==> config.mk <==
export PLATFORM = sky130hd
export DESIGN_NAME = alu_mdu_decoder
export DESIGN_NICKNAME = d
export VERILOG_FILES = /design/src/rtl/alu_mdu_decoder.sv
export SDC_FILE = /design/constraint.sdc
export NUM_CORES = 1
export LEC_CHECK = 0
export BUFFER_PORTS_ARGS = -buffer_cell sky130_fd_sc_hd__buf_2
export CORE_UTILIZATION = 18
export DETAILED_ROUTE_END_ITERATION = 10
export PLACE_DENSITY = 0.8
export SYNTH_ARGS = -nofsm -noshare
export SYNTH_HDL_FRONTEND = slang
export SYNTH_SLANG_ARGS = --single-unit
==> constraint.sdc <==
create_clock -name vclk -period 0.8
set_input_delay 0 -clock vclk [all_inputs]
set_output_delay 0 -clock vclk [all_outputs]
set_load 0.01 [all_outputs]
==> src/rtl/alu_mdu_decoder.sv <==
// alu_mdu_decoder: execute-stage ALU op decoder for the RV32 core with an
// optional iterative RV32M multiply/divide unit (start/busy/done handshake).
// Build option: define ALU_MDU_DECODER_M_EN to include the RV32M decode, FSM
// and datapath; without it the MDU outputs are tied to zero.
module alu_mdu_decoder #(
    parameter int DW = 32
) (
    input  logic          clk,
    input  logic          rst,
    input  logic [6:0]    opcode,
    input  logic [2:0]    func3,
    input  logic [6:0]    func7,
    input  logic          start,
    input  logic          flush,
    input  logic [DW-1:0] rs1_val,
    input  logic [DW-1:0] rs2_val,
    output logic [3:0]    alu_control,
    output logic          is_mdu,
    output logic          busy,
    output logic          done,
    output logic [DW-1:0] mdu_result
);

    localparam logic [6:0] OP_R   = 7'b0110011;
    localparam logic [6:0] OP_I   = 7'b0010011;
    localparam logic [6:0] OP_B   = 7'b1100011;
    localparam logic [6:0] OP_LUI = 7'b0110111;

    logic mdu_sel;

`ifdef ALU_MDU_DECODER_M_EN
    assign mdu_sel = (opcode == OP_R) && (func7 == 7'b0000001);
`else
    assign mdu_sel = 1'b0;
`endif

    assign is_mdu = mdu_sel;

    // ALU operation select from opcode/func3/func7
    always_comb begin
        alu_control = 4'd0;
        if ((opcode == OP_R) || (opcode == OP_I)) begin
            case (func3)
                3'b000:  alu_control = ((opcode == OP_R) && func7[5]) ? 4'd1 : 4'd0;
                3'b001:  alu_control = 4'd2;
                3'b010:  alu_control = 4'd3;
                3'b011:  alu_control = 4'd4;
                3'b100:  alu_control = 4'd5;
                3'b101:  alu_control = func7[5] ? 4'd7 : 4'd6;
                3'b110:  alu_control = 4'd8;
                default: alu_control = 4'd9;
            endcase
            if (mdu_sel) begin
                alu_control = 4'd0;
            end
        end else if (opcode == OP_B) begin
            alu_control = 4'd1;
        end else if (opcode == OP_LUI) begin
            alu_control = 4'd10;
        end
    end

`ifdef ALU_MDU_DECODER_M_EN
    typedef enum logic [1:0] {S_IDLE, S_MUL, S_DIV, S_FIN} state_t;

    localparam int CW = $clog2(DW + 1);
    localparam logic [DW-1:0] MINV = {1'b1, {(DW-1){1'b0}}};

    state_t          state, state_next;
    logic            accept;
    logic [CW-1:0]   count;
    logic [2*DW-1:0] acc;
    logic [2*DW-1:0] acc_step;
    logic [DW-1:0]   opnd;
    logic [2:0]      op;
    logic            sign_a, sign_b;
    logic            sa, sb;
    logic [DW-1:0]   mag_a, mag_b;
    logic            div_zero, div_ovf, fast;
    logic [DW-1:0]   fast_result, final_result;
    logic [DW:0]     sum, trial;
    logic [2*DW-1:0] prod_fix;
    logic [DW-1:0]   quo_fix, rem_fix;
    logic [DW-1:0]   result;

    // Operand signs/magnitudes and the one-cycle special cases of divide
    always_comb begin
        if (!func3[2]) begin
            sa = (func3 != 3'b011) && rs1_val[DW-1];
            sb = !func3[1] && rs2_val[DW-1];
        end else begin
            sa = !func3[0] && rs1_val[DW-1];
            sb = !func3[0] && rs2_val[DW-1];
        end
        mag_a    = sa ? -rs1_val : rs1_val;
        mag_b    = sb ? -rs2_val : rs2_val;
        div_zero = func3[2] && (rs2_val == '0);
        div_ovf  = func3[2] && !func3[0] && (rs1_val == MINV) && (rs2_val == '1);
        fast     = div_zero || div_ovf;
        if (div_zero) begin
            fast_result = func3[1] ? rs1_val : '1;
        end else begin
            fast_result = func3[1] ? '0 : MINV;
        end
    end

    // One shift-add or restoring-divide step; acc holds {hi/rem, lo/quo}
    always_comb begin
        sum      = '0;
        trial    = '0;
        acc_step = acc;
        if (state == S_MUL) begin
            sum      = {1'b0, acc[2*DW-1:DW]} + (acc[0] ? {1'b0, opnd} : '0);
            acc_step = {sum, acc[DW-1:1]};
        end else if (state == S_DIV) begin
            trial = acc[2*DW-1:DW-1] - {1'b0, opnd};
            if (trial[DW]) begin
                acc_step = {acc[2*DW-2:0], 1'b0};
            end else begin
                acc_step = {trial[DW-1:0], acc[DW-2:0], 1'b1};
            end
        end
    end

    // Sign fixup and word select of the finished operation
    always_comb begin
        prod_fix = (sign_a ^ sign_b) ? -acc_step : acc_step;
        quo_fix  = (sign_a ^ sign_b) ? -acc_step[DW-1:0] : acc_step[DW-1:0];
        rem_fix  = sign_a ? -acc_step[2*DW-1:DW] : acc_step[2*DW-1:DW];
        case (op)
            3'b000:                 final_result = prod_fix[DW-1:0];
            3'b001, 3'b010, 3'b011: final_result = prod_fix[2*DW-1:DW];
            3'b100, 3'b101:         final_result = quo_fix;
            default:                final_result = rem_fix;
        endcase
    end

    // MDU state register
    always_ff @(posedge clk or posedge rst) begin
        if (rst) begin
            state <= S_IDLE;
        end else begin
            state <= state_next;
        end
    end

    // MDU next state and handshake outputs; flush overrides everything
    always_comb begin
        state_next = state;
        accept     = 1'b0;
        busy       = 1'b0;
        done       = 1'b0;
        case (state)
            S_IDLE: begin
                busy = start && mdu_sel;
                if (start && mdu_sel && !flush) begin
                    accept = 1'b1;
                    if (fast) begin
                        state_next = S_FIN;
                    end else begin
                        state_next = func3[2] ? S_DIV : S_MUL;
                    end
                end
            end
            S_MUL, S_DIV: begin
                busy = 1'b1;
                if (count == '0) begin
                    state_next = S_FIN;
                end
            end
            S_FIN: begin
                done       = 1'b1;
                state_next = S_IDLE;
            end
            default: state_next = S_IDLE;
        endcase
        if (flush) begin
            state_next = S_IDLE;
        end
    end

    // MDU datapath: capture on accept, iterate, register the result entering FIN
    always_ff @(posedge clk or posedge rst) begin
        if (rst) begin
            count  <= '0;
            acc    <= '0;
            opnd   <= '0;
            op     <= '0;
            sign_a <= 1'b0;
            sign_b <= 1'b0;
            result <= '0;
        end else if (flush) begin
            count <= '0;
        end else if (accept) begin
            op     <= func3;
            sign_a <= sa;
            sign_b <= sb;
            if (fast) begin
                count  <= '0;
                result <= fast_result;
            end else begin
                count <= CW'(DW - 1);
                // Multiplier / dividend go in the low half, the other operand stays fixed
                if (!func3[2]) begin
                    opnd <= mag_a;
                    acc  <= {{DW{1'b0}}, mag_b};
                end else begin
                    opnd <= mag_b;
                    acc  <= {{DW{1'b0}}, mag_a};
                end
            end
        end else if ((state == S_MUL) || (state == S_DIV)) begin
            acc <= acc_step;
            if (count == '0) begin
                result <= final_result;
            end else begin
                count <= count - CW'(1);
            end
        end
    end

    assign mdu_result = result;
`else
    logic unused_ok;

    assign unused_ok  = ^{clk, rst, start, flush, func7, rs1_val, rs2_val};
    assign busy       = 1'b0;
    assign done       = 1'b0;
    assign mdu_result = '0;
`endif

endmodule

==> results of run 1 <==
-- worst max-delay path, stage by stage --
cell	delay, ns
sky130_fd_sc_hd__buf_6	0.09
sky130_fd_sc_hd__nand3b_4	0.14
sky130_fd_sc_hd__or3b_4	0.40
sky130_fd_sc_hd__nor2b_1	0.11
sky130_fd_sc_hd__buf_2	0.13
-- per-stage QoR --
step,setup TNS (ns),cells
global route,-0.399,99
global placement,-0.321,98
detailed placement,-0.329,98
CTS,-0.297,98
finish,-0.211,99
floorplan,0,90
-- routing by layer --
| metal | vias up | part of all wire [%] | global-route usage (%) |
|---|---|---|---|
| li1 | 145 | - | - |
| met1 | 118 | 45 | 6.34 |
| met2 | 30 | 43 | 5.78 |
| met3 | 0 | 12 | 0 |
| met4 | 0 | 0 | 0 |
| met5 | - | 0 | 0 |
-- area by class of cell --
| type | instances | area share (%) |
|---|---|---|
| multi-input combinational | 54 | 67.5 |
| timing repair buffer | 16 | 23.3 |
| tap | 28 | 8.36 |
| inverter | 1 | 0.896 |
-- final timing paths --
path        endpoint  cells past startpoint  slack [ns]  startpoint
max   alu_control[3]                      5       -0.07   opcode[3]
min   alu_control[2]                      3        0.30   opcode[2]
-- repair_timing --
action | in CTS | in global routing
setup buffers | 0 | 1
gates resized for setup | 2 | 2
gates cloned | 0 | 0
pin swaps | 3 | 2
endpoints found under the hold margin | 0 | 0
setup endpoints to repair | 4 | 4
-- placed cells by master, fill, tap and decap left out --
cell,synthesis,final
sky130_fd_sc_hd__nand2_1,3,3
sky130_fd_sc_hd__o2111ai_1,1,1
sky130_fd_sc_hd__and2b_1,1,1
sky130_fd_sc_hd__buf_2,0,12
sky130_fd_sc_hd__conb_1,1,35
sky130_fd_sc_hd__mux2_2,1,1
sky130_fd_sc_hd__nor3b_1,1,1
sky130_fd_sc_hd__o21bai_1,1,1
sky130_fd_sc_hd__buf_4,35,2
sky130_fd_sc_hd__nor2b_1,1,1
sky130_fd_sc_hd__buf_6,0,2
sky130_fd_sc_hd__nor3_2,1,1
sky130_fd_sc_hd__a211o_1,1,1
sky130_fd_sc_hd__o21ai_0,1,1
sky130_fd_sc_hd__or3b_4,1,1
sky130_fd_sc_hd__nand3b_1,1,1
sky130_fd_sc_hd__inv_1,1,1
sky130_fd_sc_hd__a21oi_1,2,1
sky130_fd_sc_hd__a311o_1,1,1
sky130_fd_sc_hd__a21oi_2,0,1
sky130_fd_sc_hd__o21ai_1,1,1
sky130_fd_sc_hd__nand3b_4,1,1
-- cell families after synthesis --
logic type | Yosys count | synth area share (%)
buffers and inverters | 36 | 63.8
and+or+nand+nor | 10 | 19.5
AOI/OAI and AO/OA | 8 | 13.2
muxes | 1 | 2.69
other | 1 | 0.897
-- power groups by stage --
stage | logic, mW | registers, mW | clock network [mW]
after floorplan | 0.235 | 0 | 0
after global placement | 0.155 | 0 | 0
after detailed placement | 0.157 | 0 | 0
after CTS | 0.161 | 0 | 0
after global routing | 0.191 | 0 | 0
final | 0.171 | 0 | 0
==> out/summary.md, run 1 <==
The final reports fail on negative setup slack. Area share of the largest cell type after synthesis: 62.9%. The first global-routing pass estimated 793 um of wire. Setup violations remaining at the end of the flow were counted as 4.

In the final routed layout, each cell accounts on average for 5.82 um. The number of placement rows came out at 17. For the share of the yosys chip area belonging to registers, the log shows 0%.

The instance area at placement is 393 um^2, and the width of the die is 50.2 um. For the count of inserted antenna diode cells, the log shows 0. The tools report the internal power consumption as 0.0556 mW. The logs give 0.87 ns for the arrival time at the worst endpoint and 540 um for the estimated wirelength of the detail-placed design. The logs give 161 for the via count of the first global-routing pass and 576 um for the total wire length after detailed routing. The logs give 0 for the number of max-capacitance violations reported and 8 for the maximum number of pins on one net before global-route repair. Setup repair after global routing could not meet its margin everywhere.

The run gives 0 as the number of antenna violations at the first check in global routing. The number of distinct standard cells referenced by the synthesized netlist is 19. Combined area of the multi-input logic cells: 283 um^2.

The floorplan step defined a core boundary enclosing 2190 um^2. The flow ran to the end, but the final reports show violations. On the final layout, the worst hold slack is 0.305 ns. STA classifies the critical path endpoint as a primary output. In the finished design the tool counted flip-flops and latches totalling 0. During placement, the flow inserted port buffers numbering 15. The logs give 0.123 mV for the highest ir drop seen on vdd and 100.0% for the combinational fraction of design power. Using the TritonRoute via totals, the vias-per-cell ratio works out to 2.96. The detail route stage leaves a number of antenna-violating nets equal to 0.

After synthesis, the most frequently instantiated cells are 35 x sky130_fd_sc_hd__buf_4, 3 x sky130_fd_sc_hd__nand2_1, 2 x sky130_fd_sc_hd__a21oi_1. The total overflow left after global routing is 0. For the finished layout, the period the worst path requires is 0.873 ns.

For this run, the detailed router's first-pass iteration total came to 4. Registers take 0 um^2. For the number of nets in the layout, the log shows 158. The total die area was 2520 um^2; the number of inserted filler cells in the final layout was 251.

The final cycle utilization of the critical path was 109%; the overall routing resource usage was 3.85%. The run gives 293 as the number of vias in the routed layout. Compared with the post-synthesis result, the final layout area differs by 0.299%. The post-layout total power came out at 0.171 mW. The switching share of power is 67.6%. OpenSTA, run right after detailed placement, puts the worst setup slack at -0.124 ns. The critical path in this run is classified as primary input to primary output. Static timing analysis puts the maximum clock frequency at 1150 MHz.

For this design the static power due to leakage is 0.247 nW. The count of warnings emitted by yosys is 0, and the fraction of final layout cells with drive strength greater than 1 is 29.6%. The height of the die came out at 50.2 um. The layout has 0 clock buffers. Cell with the most instances after synthesis: sky130_fd_sc_hd__buf_4. The clock network burns 0% of the power.

The tools report the combined area of all synthesized cells as 418 um^2. The class of the worst hold path was primary input to primary output. Ranked by total cell area, the synthesized netlist is headed by sky130_fd_sc_hd__buf_4 63%, sky130_fd_sc_hd__nand3b_4 4.8%, sky130_fd_sc_hd__mux2_2 2.7%, sky130_fd_sc_hd__nand2_1 2.7%, sky130_fd_sc_hd__or3b_4 2.7%.

The cell type contributing the most total cell area after synthesis was sky130_fd_sc_hd__buf_4. For the starting density of the core, the log shows 19.1%. The final count of hold timing violations came out at 0.

Startpoint type of the worst setup path: a primary input. The logs give 0 for the count of pins over their slew limit and 0.116 mW for the switching component of the power. In this run the worst path has a maximum fanout of 3. The run gives 0% as the sequential share of power. With fillers left out, the area of the finished cells amounts to 419 um^2.

The logs give 56 for the cell count after synthesis and 6 for the initial detailed-routing violation count. A synthesized cell averages 7.46 um^2. During I/O placement, the number of pins put on the boundary was 124.

Power density normalized to cell area: 409 nW/um^2. The smallest setup slack after layout is -0.0727 ns. The required time at the endpoint of the critical path was 0.80 ns; the utilization after layout was 19.1%.

The final RePlAce weighted congestion is 0.650, and the final routed DRC violation total is 0. The tools report the number of hold buffers added after CTS as 0.
Power figures use the tool's default switching activity.
==> inputs of run 2 (changes only) <==
==> config.mk (replaced) <==
export PLATFORM = sky130hd
export DESIGN_NAME = alu_mdu_decoder
export DESIGN_NICKNAME = d
export VERILOG_FILES = /design/src/rtl/alu_mdu_decoder.sv
export SDC_FILE = /design/constraint.sdc
export NUM_CORES = 1
export LEC_CHECK = 0
export CORE_AREA = 2 2 48 50
export DETAILED_ROUTE_END_ITERATION = 10
export DIE_AREA = 0 0 50 52
export DONT_BUFFER_PORTS = 1
export PLACE_DENSITY = 0.33
export SYNTH_ARGS = -nofsm -noshare
export SYNTH_HDL_FRONTEND = slang
export SYNTH_SLANG_ARGS = --single-unit
==> constraint.sdc (replaced) <==
create_clock -name vclk -period 1
set_input_delay 0 -clock vclk [all_inputs]
set_output_delay 0 -clock vclk [all_outputs]
set_load 0.01 [all_outputs]
==> run 2 against run 1 <==
Against the previous run:
- the run now ends clean
- worst setup slack better by 0.28 ns
- first-iteration DRC count fell by 50%
- die area is 3.2% higher
- critical path depth is 2 lower
- largest cell class unchanged
==> out/summary.md, run 2 (synthesis gave the netlist of run 1 again) <==
The run finished with clean final reports. The tools report the startpoint type of the worst setup path as a primary input. The tools report the total wire length after detailed routing as 568 um.

The initial detailed-routing violation count is 3, and the remaining global-route overflow is 0. Sequential cells account for 0% of the total power. The critical path is of the primary input to primary output type.

Cells with a size suffix above 1 make up 7.27% of the layout. In this run the horizontal extent of the chip is 50 um. The class of the worst hold path was primary input to primary output. The sort of element at the end of the critical path was a primary output. During placement, the flow inserted port buffers numbering 0. In this run, placement finished with an instance count of 83.

Buffers added to address setup during post-CTS repair amount to 0. The analysis attributes to cell leakage a power of 0.171 nW. Summing all multi-input logic gate instances after layout gives 279 um^2. The mean number of vias per cell is 2.95. The cell depth of the worst min-delay path is 1. The die is 52 um tall. The number of search-and-repair iterations in the first detailed-routing pass came out at 4.

The logs give 0 for the number of hold buffers added after CTS and 8 for the maximum number of pins on one net before global-route repair. The area growth from synthesis to layout is -24.0%. After floorplanning, the core was divided into 17 placement rows.

The startpoint identified for the worst hold timing path is opcode[2]. The final RePlAce weighted congestion was 0.697; the wire length per cell after detailed routing was 6.84 um. For the worst setup path, the data required time is 1.00 ns. Remaining number of nets flagged by the antenna check after routing: 0. Along the worst path, the maximum fanout reaches 3.

Power density normalized to cell area: 286 nW/um^2. The logs give 0 for the count of instances resized after the clock tree is built and 0 for the number of flip-flops and latches. Counting the clock-network buffers in the layout gives 0.

The tools report the via count of the first global-routing pass as 187. The share of power burned in the clock network is 0%, and the final cycle utilization of the critical path is 79.7%. The number of vias in the routed layout is 245. The switching share of power was 77.4%; the final setup TNS was 0 ns. The slowest stage of the critical path belongs to the cell sky130_fd_sc_hd__or3b_4.

After detailed routing, the number of remaining DRC violations is 0. The final count of hold timing violations is 0. The number of antenna diodes in the final layout is 0. Setup repair after global routing left no endpoint under its margin. The count of pins over their slew limit was 0; the maximum frequency from static timing analysis was 1250 MHz. The worst hold path terminates at alu_control[2]. Total power for the finished layout comes to 0.0909 mW. Internal power consumption: 0.0206 mW. Walking the worst path, the cells encountered are nand3b_4, or3b_4, a21oi_1. The first-pass GRT wire length was 828 um; the total die area was 2600 um^2.

The region available for standard cell placement spans 2110 um^2. After the flow finishes, the layout carries non-filler instances totaling 83. Leaving out fill and tap cells, the most frequent cell in the layout is sky130_fd_sc_hd__conb_1. Max-cap violations in this run came to 0.

For this run, the total global-route usage over all layers was measured as 4.08%. Once the floorplan was initialized, standard cells occupied 19.8% of the core. The top cell types in the final layout, fill and taps aside, are 35 x sky130_fd_sc_hd__conb_1, 3 x sky130_fd_sc_hd__nand2_1, 2 x sky130_fd_sc_hd__a21oi_1.

The tools report the combinational fraction of design power as 100.0%. The final layout contains 142 nets. The launching instance or port of the critical path is opcode[3]. The number of antenna violations at the first check in global routing was 0; the delay of the slowest critical-path stage was 0.39 ns. Switching component of the power: 0.0703 mW. The number of inserted filler cells in the final layout is 245, and the number of top-level pins is 124. Data arrives at the worst endpoint at 0.80 ns. The worst path needs 0.797 ns of the cycle, external delays included. The highest ir drop seen on vdd came out at 0.0519 mV. Registers take 0 um^2.

Setup violations remaining at the end of the flow were counted as 0. The smallest hold slack is 0.0368 ns. For the estimated wirelength of the detail-placed design, the log shows 560 um.
## run 2: how the worst max path moves through the flow
stage / to / slack (ns) / cells after the start
finish: alu_control[1] / 0.20 / 3
detailed placement: alu_control[1] / 0.20 / 3
global route: alu_control[1] / 0.16 / 3
global placement: alu_control[1] / 0.20 / 3
floorplan: alu_control[2] / 0.26 / 3
CTS: alu_control[1] / 0.20 / 3
## run 2: stage by stage
| stage | instance area (um^2) | util (%) | setup slack, ns |
|---|---|---|---|
| CTS | 318 | 15.1 | 0.200 |
| detailed placement | 318 | 15.1 | 0.200 |
| finish | 318 | 15.1 | 0.203 |
| floorplan | 546 | - | 0.263 |
| global placement | 318 | 15.1 | 0.197 |
| global route | 318 | 15.1 | 0.162 |
## run 2: power by group through the flow
stage          Sequential, mW  Combinational (mW)  Clock [mW]
2_1_floorplan               0               0.188           0
3_3_place_gp                0              0.0892           0
3_5_place_dp                0              0.0891           0
4_1_cts                     0              0.0891           0
5_1_grt                     0               0.103           0
6_report                    0              0.0909           0
## run 2: critical path: cells and delay by family
kind | cells | cell delay (ns)
and+or+nand+nor | 2 | 0.53
AOI/OAI and AO/OA | 1 | 0.27
## run 2: layout make-up
class,instances,share of cell area [%]
Tap cell,28,11.0
Multi-Input combinational cell,54,87.8
Inverter,1,1.18
## run 2: metal layers
metal  share of wire, %  vias to the layer above  global-route usage (%)
met1                 37                       98                    5.67
li1                   -                      114                       -
met5                  0                        -                       0
met4                  0                        0                       0
met3                 30                        0                    3.45
met2                 33                       33                    4.82
